$ cat config.mk
export PLATFORM = sky130hd
export DESIGN_NAME = uart_bus_bridge
export DESIGN_NICKNAME = d
export VERILOG_FILES = /design/src/rtl/uart_bus_bridge.sv
export SDC_FILE = /design/constraint.sdc
export NUM_CORES = 1
export LEC_CHECK = 0
export CORE_ASPECT_RATIO = 0.7
export CORE_MARGIN = 1.5
export CORE_UTILIZATION = 56
export DETAILED_ROUTE_END_ITERATION = 6
export GPL_TIMING_DRIVEN = 1
export HOLD_SLACK_MARGIN = 0.02
export PLACE_DENSITY = 0.92
export REMOVE_ABC_BUFFERS = 1
export SYNTH_ARGS = -nofsm -noshare
export SYNTH_HDL_FRONTEND = slang
export SYNTH_SLANG_ARGS = --single-unit
$ cat constraint.sdc
create_clock -name clk -period 11.8 [get_ports clk]
set_clock_uncertainty 0.2 [all_clocks]
set_input_delay 3.54 -clock clk [delete_from_list [all_inputs] [get_ports clk]]
set_output_delay 3.54 -clock clk [all_outputs]
set_load 0.005 [all_outputs]
$ cat src/rtl/uart_bus_bridge.sv
// UART byte-stream to 32-bit peripheral bus initiator.
// Frames: 'W' A3..A0 D3..D0 / 'R' A3..A0; reply is a status byte, plus 4 data bytes on a good read.
`timescale 1ns/1ps
module uart_bus_bridge #(
  parameter int unsigned BUS_TIMEOUT     = 1024,
  parameter int unsigned RX_IDLE_TIMEOUT = 100000
) (
  input  logic        clk,
  input  logic        reset,
  input  logic [7:0]  rx_data_i,
  input  logic        rx_valid_i,
  output logic        rx_ready_o,
  output logic [7:0]  tx_data_o,
  output logic        tx_valid_o,
  input  logic        tx_ready_i,
  output logic        mem_valid_o,
  output logic [31:0] mem_addr_o,
  output logic [31:0] mem_wdata_o,
  output logic [3:0]  mem_wstrb_o,
  input  logic        mem_ready_i,
  input  logic [31:0] mem_rdata_i,
  output logic        busy_o
);

  localparam logic [7:0] CMD_WRITE = 8'h57;
  localparam logic [7:0] CMD_READ  = 8'h52;
  localparam logic [7:0] ST_OK     = 8'h4B;
  localparam logic [7:0] ST_ERR    = 8'h45;
  localparam int WW = $clog2(BUS_TIMEOUT + 1);
  localparam int IW = $clog2(RX_IDLE_TIMEOUT + 1);
  localparam logic [WW-1:0] WAIT_LAST = WW'(BUS_TIMEOUT - 1);
  localparam logic [IW-1:0] IDLE_LAST = IW'(RX_IDLE_TIMEOUT - 1);

  typedef enum logic [2:0] {
    IDLE        = 3'd0,
    GET_ADDR    = 3'd1,
    GET_DATA    = 3'd2,
    BUS_REQ     = 3'd3,
    SEND_STATUS = 3'd4,
    SEND_DATA   = 3'd5
  } state_t;

  state_t        state;
  logic          is_write;
  logic          rd_ok;
  logic [1:0]    byte_cnt;
  logic [WW-1:0] wait_cnt;
  logic [IW-1:0] idle_cnt;
  logic [31:0]   rdata;
  logic          rx_fire;
  logic          tx_fire;

  assign rx_fire = rx_valid_i && rx_ready_o;
  assign tx_fire = tx_valid_o && tx_ready_i;

  // Command FSM; every UART and bus output is registered here.
  always_ff @(posedge clk or posedge reset) begin
    if (reset) begin
      state       <= IDLE;
      is_write    <= 1'b0;
      rd_ok       <= 1'b0;
      byte_cnt    <= 2'd0;
      wait_cnt    <= '0;
      idle_cnt    <= '0;
      rdata       <= 32'h0;
      rx_ready_o  <= 1'b1;
      tx_data_o   <= 8'h00;
      tx_valid_o  <= 1'b0;
      mem_valid_o <= 1'b0;
      mem_addr_o  <= 32'h0;
      mem_wdata_o <= 32'h0;
      mem_wstrb_o <= 4'h0;
      busy_o      <= 1'b0;
    end else begin
      case (state)
        IDLE: begin
          if (rx_fire && (rx_data_i == CMD_WRITE || rx_data_i == CMD_READ)) begin
            is_write <= (rx_data_i == CMD_WRITE);
            byte_cnt <= 2'd0;
            idle_cnt <= '0;
            busy_o   <= 1'b1;
            state    <= GET_ADDR;
          end
        end
        GET_ADDR, GET_DATA: begin
          if (rx_fire) begin
            idle_cnt <= '0;
            byte_cnt <= byte_cnt + 2'd1;
            if (state == GET_ADDR) begin
              mem_addr_o <= {mem_addr_o[23:0], rx_data_i};
            end else begin
              mem_wdata_o <= {mem_wdata_o[23:0], rx_data_i};
            end
            if (byte_cnt == 2'd3) begin
              if (state == GET_ADDR && is_write) begin
                state <= GET_DATA;
              end else begin
                rx_ready_o <= 1'b0;
                wait_cnt   <= '0;
                state      <= BUS_REQ;
              end
            end
          end else if (idle_cnt == IDLE_LAST) begin
            // Stalled partial frame: drop it silently and resync on the next command byte.
            idle_cnt <= '0;
            busy_o   <= 1'b0;
            state    <= IDLE;
          end else begin
            idle_cnt <= idle_cnt + IW'(1);
          end
        end
        BUS_REQ: begin
          if (!mem_valid_o) begin
            mem_valid_o <= 1'b1;
            mem_wstrb_o <= is_write ? 4'hF : 4'h0;
          end else if (mem_ready_i) begin
            rdata       <= mem_rdata_i;
            rd_ok       <= !is_write;
            mem_valid_o <= 1'b0;
            mem_wstrb_o <= 4'h0;
            tx_data_o   <= ST_OK;
            tx_valid_o  <= 1'b1;
            state       <= SEND_STATUS;
          end else if (wait_cnt == WAIT_LAST) begin
            rd_ok       <= 1'b0;
            mem_valid_o <= 1'b0;
            mem_wstrb_o <= 4'h0;
            tx_data_o   <= ST_ERR;
            tx_valid_o  <= 1'b1;
            state       <= SEND_STATUS;
          end else begin
            wait_cnt <= wait_cnt + WW'(1);
          end
        end
        SEND_STATUS: begin
          if (tx_fire) begin
            if (rd_ok) begin
              tx_data_o <= rdata[31:24];
              rdata     <= {rdata[23:0], 8'h00};
              byte_cnt  <= 2'd0;
              state     <= SEND_DATA;
            end else begin
              tx_valid_o <= 1'b0;
              tx_data_o  <= 8'h00;
              rx_ready_o <= 1'b1;
              busy_o     <= 1'b0;
              state      <= IDLE;
            end
          end
        end
        SEND_DATA: begin
          if (tx_fire) begin
            byte_cnt <= byte_cnt + 2'd1;
            if (byte_cnt == 2'd3) begin
              tx_valid_o <= 1'b0;
              tx_data_o  <= 8'h00;
              rx_ready_o <= 1'b1;
              busy_o     <= 1'b0;
              state      <= IDLE;
            end else begin
              tx_data_o <= rdata[31:24];
              rdata     <= {rdata[23:0], 8'h00};
            end
          end
        end
        default: begin
          tx_valid_o  <= 1'b0;
          mem_valid_o <= 1'b0;
          mem_wstrb_o <= 4'h0;
          rx_ready_o  <= 1'b1;
          busy_o      <= 1'b0;
          state       <= IDLE;
        end
      endcase
    end
  end

endmodule

==> results.toml, run 1 <==
[die]
core_sq_mm = 0.0113
start_util_pct = 58.9
die-area_sq_mm = 0.0125
die_width_um = 133
fp.dieH_um = 94.0
row_count = 32
io_pins = 125

[min_path]
hold_class = "register to register"

[global_routing]
use_met1_pct = 35.7
antenna_found_initial = 0
grt_max_degree = 91
busiest_layer = "met2"
grt_use_met2_pct = 48.2
grt_pass1_vias = 5354
overflow = 0
use_met3_pct = 9.87
grt_pass1_wl_um = 28000
track_usage_pct = 29.4

[pwr]
p_leak_uw = 0.00401
ir_worst_vdd_v = 0.000107
p_per_area_mw_per_mm2 = 133
finalPower_uw = 1140

[logic_synthesis]
syn_area_per_cell_sq_um = 11.1
ys_async_sr_fraction_pct = 100
synthCells = 596
ys.flop_type = "dfrtp_1"
synth-seq-cells = 144
syn_area_sq_mm = 0.00662
synth_warnings = 0
ys_types = 61
synth_edf_count = 0
synth_seq_area_share_pct = 54.4

[timing]
fin_ws_ns = 6.02
final_hold_viol_count = 0
worst_slew_pin_slew_ns = 1.15
rsz0062_at_grt = "false"
fmax_ghz = 0.173
max_slew_margin_pct = 23.1
tns_ns = 0
fin_crit_ns = 5.78
setup_violations = 0
finalCritPeriodShare_pct = 49.0
slew_violations = 0

[detailed_routing]
post_drt_wl_per_cell_um = 20.2
num_vias = 5323
ant_nets = 0
drt_first_pass_iters = 6
drc_errors = 0
drt_first_iter_violations = 451
routed_wl_um = 17600
avgViaCountPerCell = 6.09

[layout]
fin_util_pct = 76.2
multi_input_area_sq_mm = 0.00276
diodes = 0
seq_area_sq_mm = 0.00360
nFillCells = 618
area_growth_pct = 29.4
drive_gt1_share_pct = 17.2
layout.nets = 756

[clock_network]
cts.htree.levels = 4
cts_made_buffers = 17
clk_path_buf_depth = 2
root_buffer = "clkbuf_16"
clk_pin_slew_worst_paths_ns = 0.06
postCtsSetupRepairBufs = 0
cts_tree = "built"
holdBufCountCts = 0
clock_sinks = 144
clk_latency_ns = 0.43
ctsResizeCount = 0

[placed_design]
routabilityCongestion = 0.964
place_hpwl_um = 10800
place_ws_ns = 5.68
io_buffers = 124

[flow_run]
cap_violations = 0

[worst_setup_path]
worst-path-max-fanout = 64
worstPathRequired_ns = 11.94
worstPathArrival_ns = 5.92
path_class = "input port to register"
crit_path_start_kind = "input port"
critPathCaptureType = "register"

[status]
status = "finished clean"
per-stage QoR:
step	instances	hold WS (ns)	area, sq um
finish	874	0.304	8570
global route	874	0.320	8570
CTS	874	0.304	8570
detailed placement	842	0.293	7900
global placement	842	0.268	7900
floorplan	562	0.244	6430
state kept, by name, summed over array words and instances (netlist names):
register	flops
mem_addr_o	32
tx_valid_o	1
rd_ok	1
mem_wdata_o	32
busy_o	1
byte_cnt	2
tx_data_o	8
wait_cnt	11
idle_cnt	17
is_write	1
state	3
mem_wstrb_o	1
rdata	32
mem_valid_o	1
rx_ready_o	1
worst max-delay path, stage by stage:
cell	delay, ns
clkdlybuf4s50_1	0.48
and2_1	0.19
and3_1	0.32
o221a_2	1.00
nor2_1	0.15
a21oi_1	0.21
metal layers:
layer,wire length (um),vias to the layer above
li1,-,2356
met1,6940,2612
met2,8530,276
met3,1460,79
met4,697,0
met5,0,-
logic make-up after synthesis:
kind of cell             count (synthesis)  share of synthesized area [%]
AO/OA/AOI/OAI                          137                           12.4
XOR/XNOR                                 1                          0.132
adder cells (fa/ha/maj)                  3                          0.567
buffers and inverters                   55                           4.08
flip-flops                             144                           54.4
multiplexers                            94                           15.5
AND/OR/NAND/NOR                        162                           12.8
worst paths after layout:
| path | startpoint | to | slack [ns] | depth (start not counted) |
|---|---|---|---|---|
| setup / recovery | tx_ready_i | rdata[27]$_DFFE_PP0P_ | 6.02 | 6 |
| hold / removal | busy_o$_DFFE_PP0P_ | busy_o$_DFFE_PP0P_ | 0.30 | 2 |
| setup reg to reg | state[1]$_DFFE_PP0P_ | rdata[27]$_DFFE_PP0P_ | 8.25 | 5 |
| hold reg to reg | busy_o$_DFFE_PP0P_ | busy_o$_DFFE_PP0P_ | 0.30 | 2 |
| max in group asynchronous | reset | mem_addr_o[3]$_DFFE_PP0P_ | 6.72 | 3 |
| min in group asynchronous | reset | rdata[12]$_DFFE_PP0P_ | 3.45 | 2 |
cell usage after synthesis (7+ instances only):
cell | instances | share of area (%)
a22o_1 | 8 | 1.1
o21ai_0 | 35 | 2.6
a31oi_1 | 7 | 0.66
a21oi_1 | 49 | 3.7
mux2i_1 | 24 | 3.6
o21ai_1 | 10 | 0.76
nand3_1 | 23 | 1.7
dfrtp_1 | 143 | 54
mux2_2 | 69 | 12
buf_4 | 7 | 0.79
nand2_1 | 30 | 1.7
nand4_1 | 7 | 0.66
buf_2 | 18 | 1.4
nor2_1 | 60 | 3.4
inv_1 | 20 | 1.1
final cells by class:
| cell class | count | area share [%] |
|---|---|---|
| sequential | 144 | 42.1 |
| multi-input combinational | 397 | 32.2 |
| timing repair buffer | 127 | 14.7 |
| clock buffer | 20 | 5.45 |
| clock inverter | 12 | 2.37 |
| tap | 153 | 2.23 |
| inverter | 21 | 0.978 |
cell usage in the layout (no fill, tap or decap), drive strengths merged, types with 4 or more instances in the layout:
cell type,count
mux2i,24
nor2,62
a21oi,50
nand4,7
o21ai,45
bufinv,5
clkinv,4
and3,5
nor3,9
inv,23
clkdlybuf4s50,124
clkbuf,20
and4,4
a22o,8
a21o,6
a31oi,7
dfrtp,143
nand3,24
nand2,30
mux2,70
power by group:
| part | switching (uW) | internal [uW] |
|---|---|---|
| clock network | 214 | 393 |
| logic | 17.1 | 16.3 |
| registers | 0.710 | 494 |
| total | 232 | 904 |
No activity file was read; power rests on OpenSTA's default activity.
==> run 2, diff against run 1 <==
--- a/config.mk
+++ b/config.mk
@@ -7,11 +7,11 @@
 export LEC_CHECK = 0
 export CORE_ASPECT_RATIO = 0.7
 export CORE_MARGIN = 1.5
-export CORE_UTILIZATION = 56
+export CORE_UTILIZATION = 47
 export DETAILED_ROUTE_END_ITERATION = 6
 export GPL_TIMING_DRIVEN = 1
 export HOLD_SLACK_MARGIN = 0.02
-export PLACE_DENSITY = 0.92
+export PLACE_DENSITY = 0.83
 export REMOVE_ABC_BUFFERS = 1
 export SYNTH_ARGS = -nofsm -noshare
 export SYNTH_HDL_FRONTEND = slang
==> constraint.sdc (replaced) <==
create_clock -name clk -period 5.1 [get_ports clk]
set_clock_uncertainty 0.2 [all_clocks]
set_input_delay 1.53 -clock clk [delete_from_list [all_inputs] [get_ports clk]]
set_output_delay 1.53 -clock clk [all_outputs]
set_load 0.005 [all_outputs]
==> run 2 against run 1 <==
Design area up 0.45%. Worst hold slack got worse by 0.00067 ns. Cell count grew 4.5%. Largest power group unchanged.
==> results.toml, run 2 (synthesized netlist as in run 1, its figures left out) <==
[worst_setup_path]
crit_buf_inv = 1
cp_top_family = "compound AO/OA/AOI/OAI gates"
worstPathArrival_ns = 3.64
worst_path_largest_cell_delay_ns = 0.54
crit_path_start_kind = "input port"
cp_slowest_cell = "a211o_1"
critPathCaptureType = "register"
worst-path-max-fanout = 17
path_class = "input port to register"
crit_path_cell_trace = "clkdlybuf4s50_1 > nor4bb_1 > nand3_1 > a211o_1 > a21o_1 > a22o_1"
worstPathRequired_ns = 5.20

[die]
fp.dieH_um = 102
row_count = 36
die_width_um = 145
io_pins = 125
start_util_pct = 47.9
core_sq_mm = 0.0138
die-area_sq_mm = 0.0148

[detailed_routing]
drc_errors = 0
num_vias = 5144
routed_wl_um = 15800
post_drt_wl_per_cell_um = 17.3
avgViaCountPerCell = 5.63
drt_first_iter_violations = 325
drt_first_pass_iters = 7
ant_nets = 0

[clock_network]
ctsResizeCount = 0
clk_path_buf_depth = 2
cts_tree = "built"
cts.htree.levels = 4
holdBufCountCts = 0
root_buffer = "clkbuf_16"
clk_pin_slew_worst_paths_ns = 0.06
clock_sinks = 144
postCtsSetupRepairBufs = 0
cts_made_buffers = 17
clk_latency_ns = 0.42

[timing]
setup_violations = 0
fmax_ghz = 0.282
max_slew_margin_pct = 25.2
worst_slew_pin_slew_ns = 1.11
rsz0062_at_grt = "false"
slew_violations = 0
fin_crit_ns = 3.54
finalCritPeriodShare_pct = 69.4
final_hold_viol_count = 0
tns_ns = 0

[layout]
stdcell_area_sq_mm = 0.00861
area_growth_pct = 30.0
finalNonFillerCells = 913
diodes = 0
layout_common_cells = "dfrtp_1 (143), clkdlybuf4s50_1 (124), mux2_2 (69)"
reg.largest.list = "mem_addr_o: 32 flops, mem_wdata_o: 32 flops, rdata: 32 flops"
layout_commonest_cell = "dfrtp_1"
layout.nets = 758
nFillCells = 1033
drive_gt1_share_pct = 17.4

[placed_design]
placed_area_sq_mm = 0.00797
io_buffers = 124
routabilityCongestion = 0.881
dp_cells = 881
place_hpwl_um = 10500

[global_routing]
antenna_found_initial = 0
track_usage_pct = 22.4
grt_pass1_wl_um = 25400
overflow = 0
grt_max_degree = 83
grt_pass1_vias = 4964

[pwr]
p_per_area_mw_per_mm2 = 296
p_leak_uw = 0.00400
ir_worst_vdd_v = 0.000249

[min_path]
hold_class = "register to register"

[status]
status = "finished clean"

[flow_run]
cap_violations = 0
==> run 2: cell count changes in the layout (fill, tap and decap cells not counted) <==
cell and delta:
buf_4 +1, buf_12 +1, bufinv_16 -1, clkbuf_8 -3
clkinv_4 +2, clkinvlp_4 +2, inv_6 +1, clkinv_2 -1
==> run 2: worst register-to-register path, stage by stage, from the launching register on <==
cell and delay, ns:
dfrtp_1 0.91, nand2b_2 0.78, nor2_1 0.83, a22o_1 0.24
mux2_2 0.15
==> run 2: metal layers <==
| layer | wire length (um) | part of all wire [%] | track usage (%) | up-vias |
|---|---|---|---|---|
| met5 | 0 | 0 | 0 | - |
| met4 | 240 | 1.5 | 7.85 | 0 |
| met3 | 1140 | 7.3 | 6.84 | 23 |
| met2 | 7480 | 47 | 34.7 | 214 |
| met1 | 6900 | 44 | 30.0 | 2537 |
| li1 | - | - | - | 2370 |
==> run 2: report_power, final <==
group          leakage (uW)  switching (uW)  internal [uW]
Combinational       0.00179            38.3           38.7
Sequential          0.00191            1.75           1140
Clock              0.000300             502            825
==> run 2: path summary, 6_finish.rpt <==
check	cells after the start	startpoint	to	slack, ns
worst max-delay path	6	rx_data_i[6]	idle_cnt[4]$_DFFE_PP0P_	1.56
worst min-delay path	1	byte_cnt[0]$_DFFE_PP0P_	byte_cnt[0]$_DFFE_PP0P_	0.30
worst max register to register	4	state[2]$_DFFE_PP0P_	tx_data_o[2]$_DFFE_PP0P_	1.93
worst min register to register	1	byte_cnt[0]$_DFFE_PP0P_	byte_cnt[0]$_DFFE_PP0P_	0.30
max in group asynchronous	3	reset	idle_cnt[5]$_DFFE_PP0P_	2.47
min in group asynchronous	2	reset	rdata[14]$_DFFE_PP0P_	1.43
==> run 2: layout make-up <==
cell class | count | area (sq um) | area share [%]
Sequential cell | 144 | 3600 | 41.9
Multi-Input combinational cell | 397 | 2760 | 32.0
Timing Repair Buffer | 129 | 1290 | 15.0
Clock buffer | 17 | 425 | 4.94
Tap cell | 190 | 238 | 2.76
Clock inverter | 15 | 209 | 2.43
Inverter | 21 | 83.8 | 0.974
==> run 2: metrics by stage <==
stage | power, uW | setup WS, ns | util (%) | hold slack (ns)
4_1_cts | 2570 | 1.58 | 62.2 | 0.304
6_report | 2550 | 1.56 | 62.2 | 0.303
2_1_floorplan | 1190 | -0.495 | - | 0.244
3_3_place_gp | 1240 | 1.24 | 57.7 | 0.268
3_5_place_dp | 1240 | 1.15 | 57.7 | 0.284
5_1_grt | 2640 | 1.53 | 62.2 | 0.319
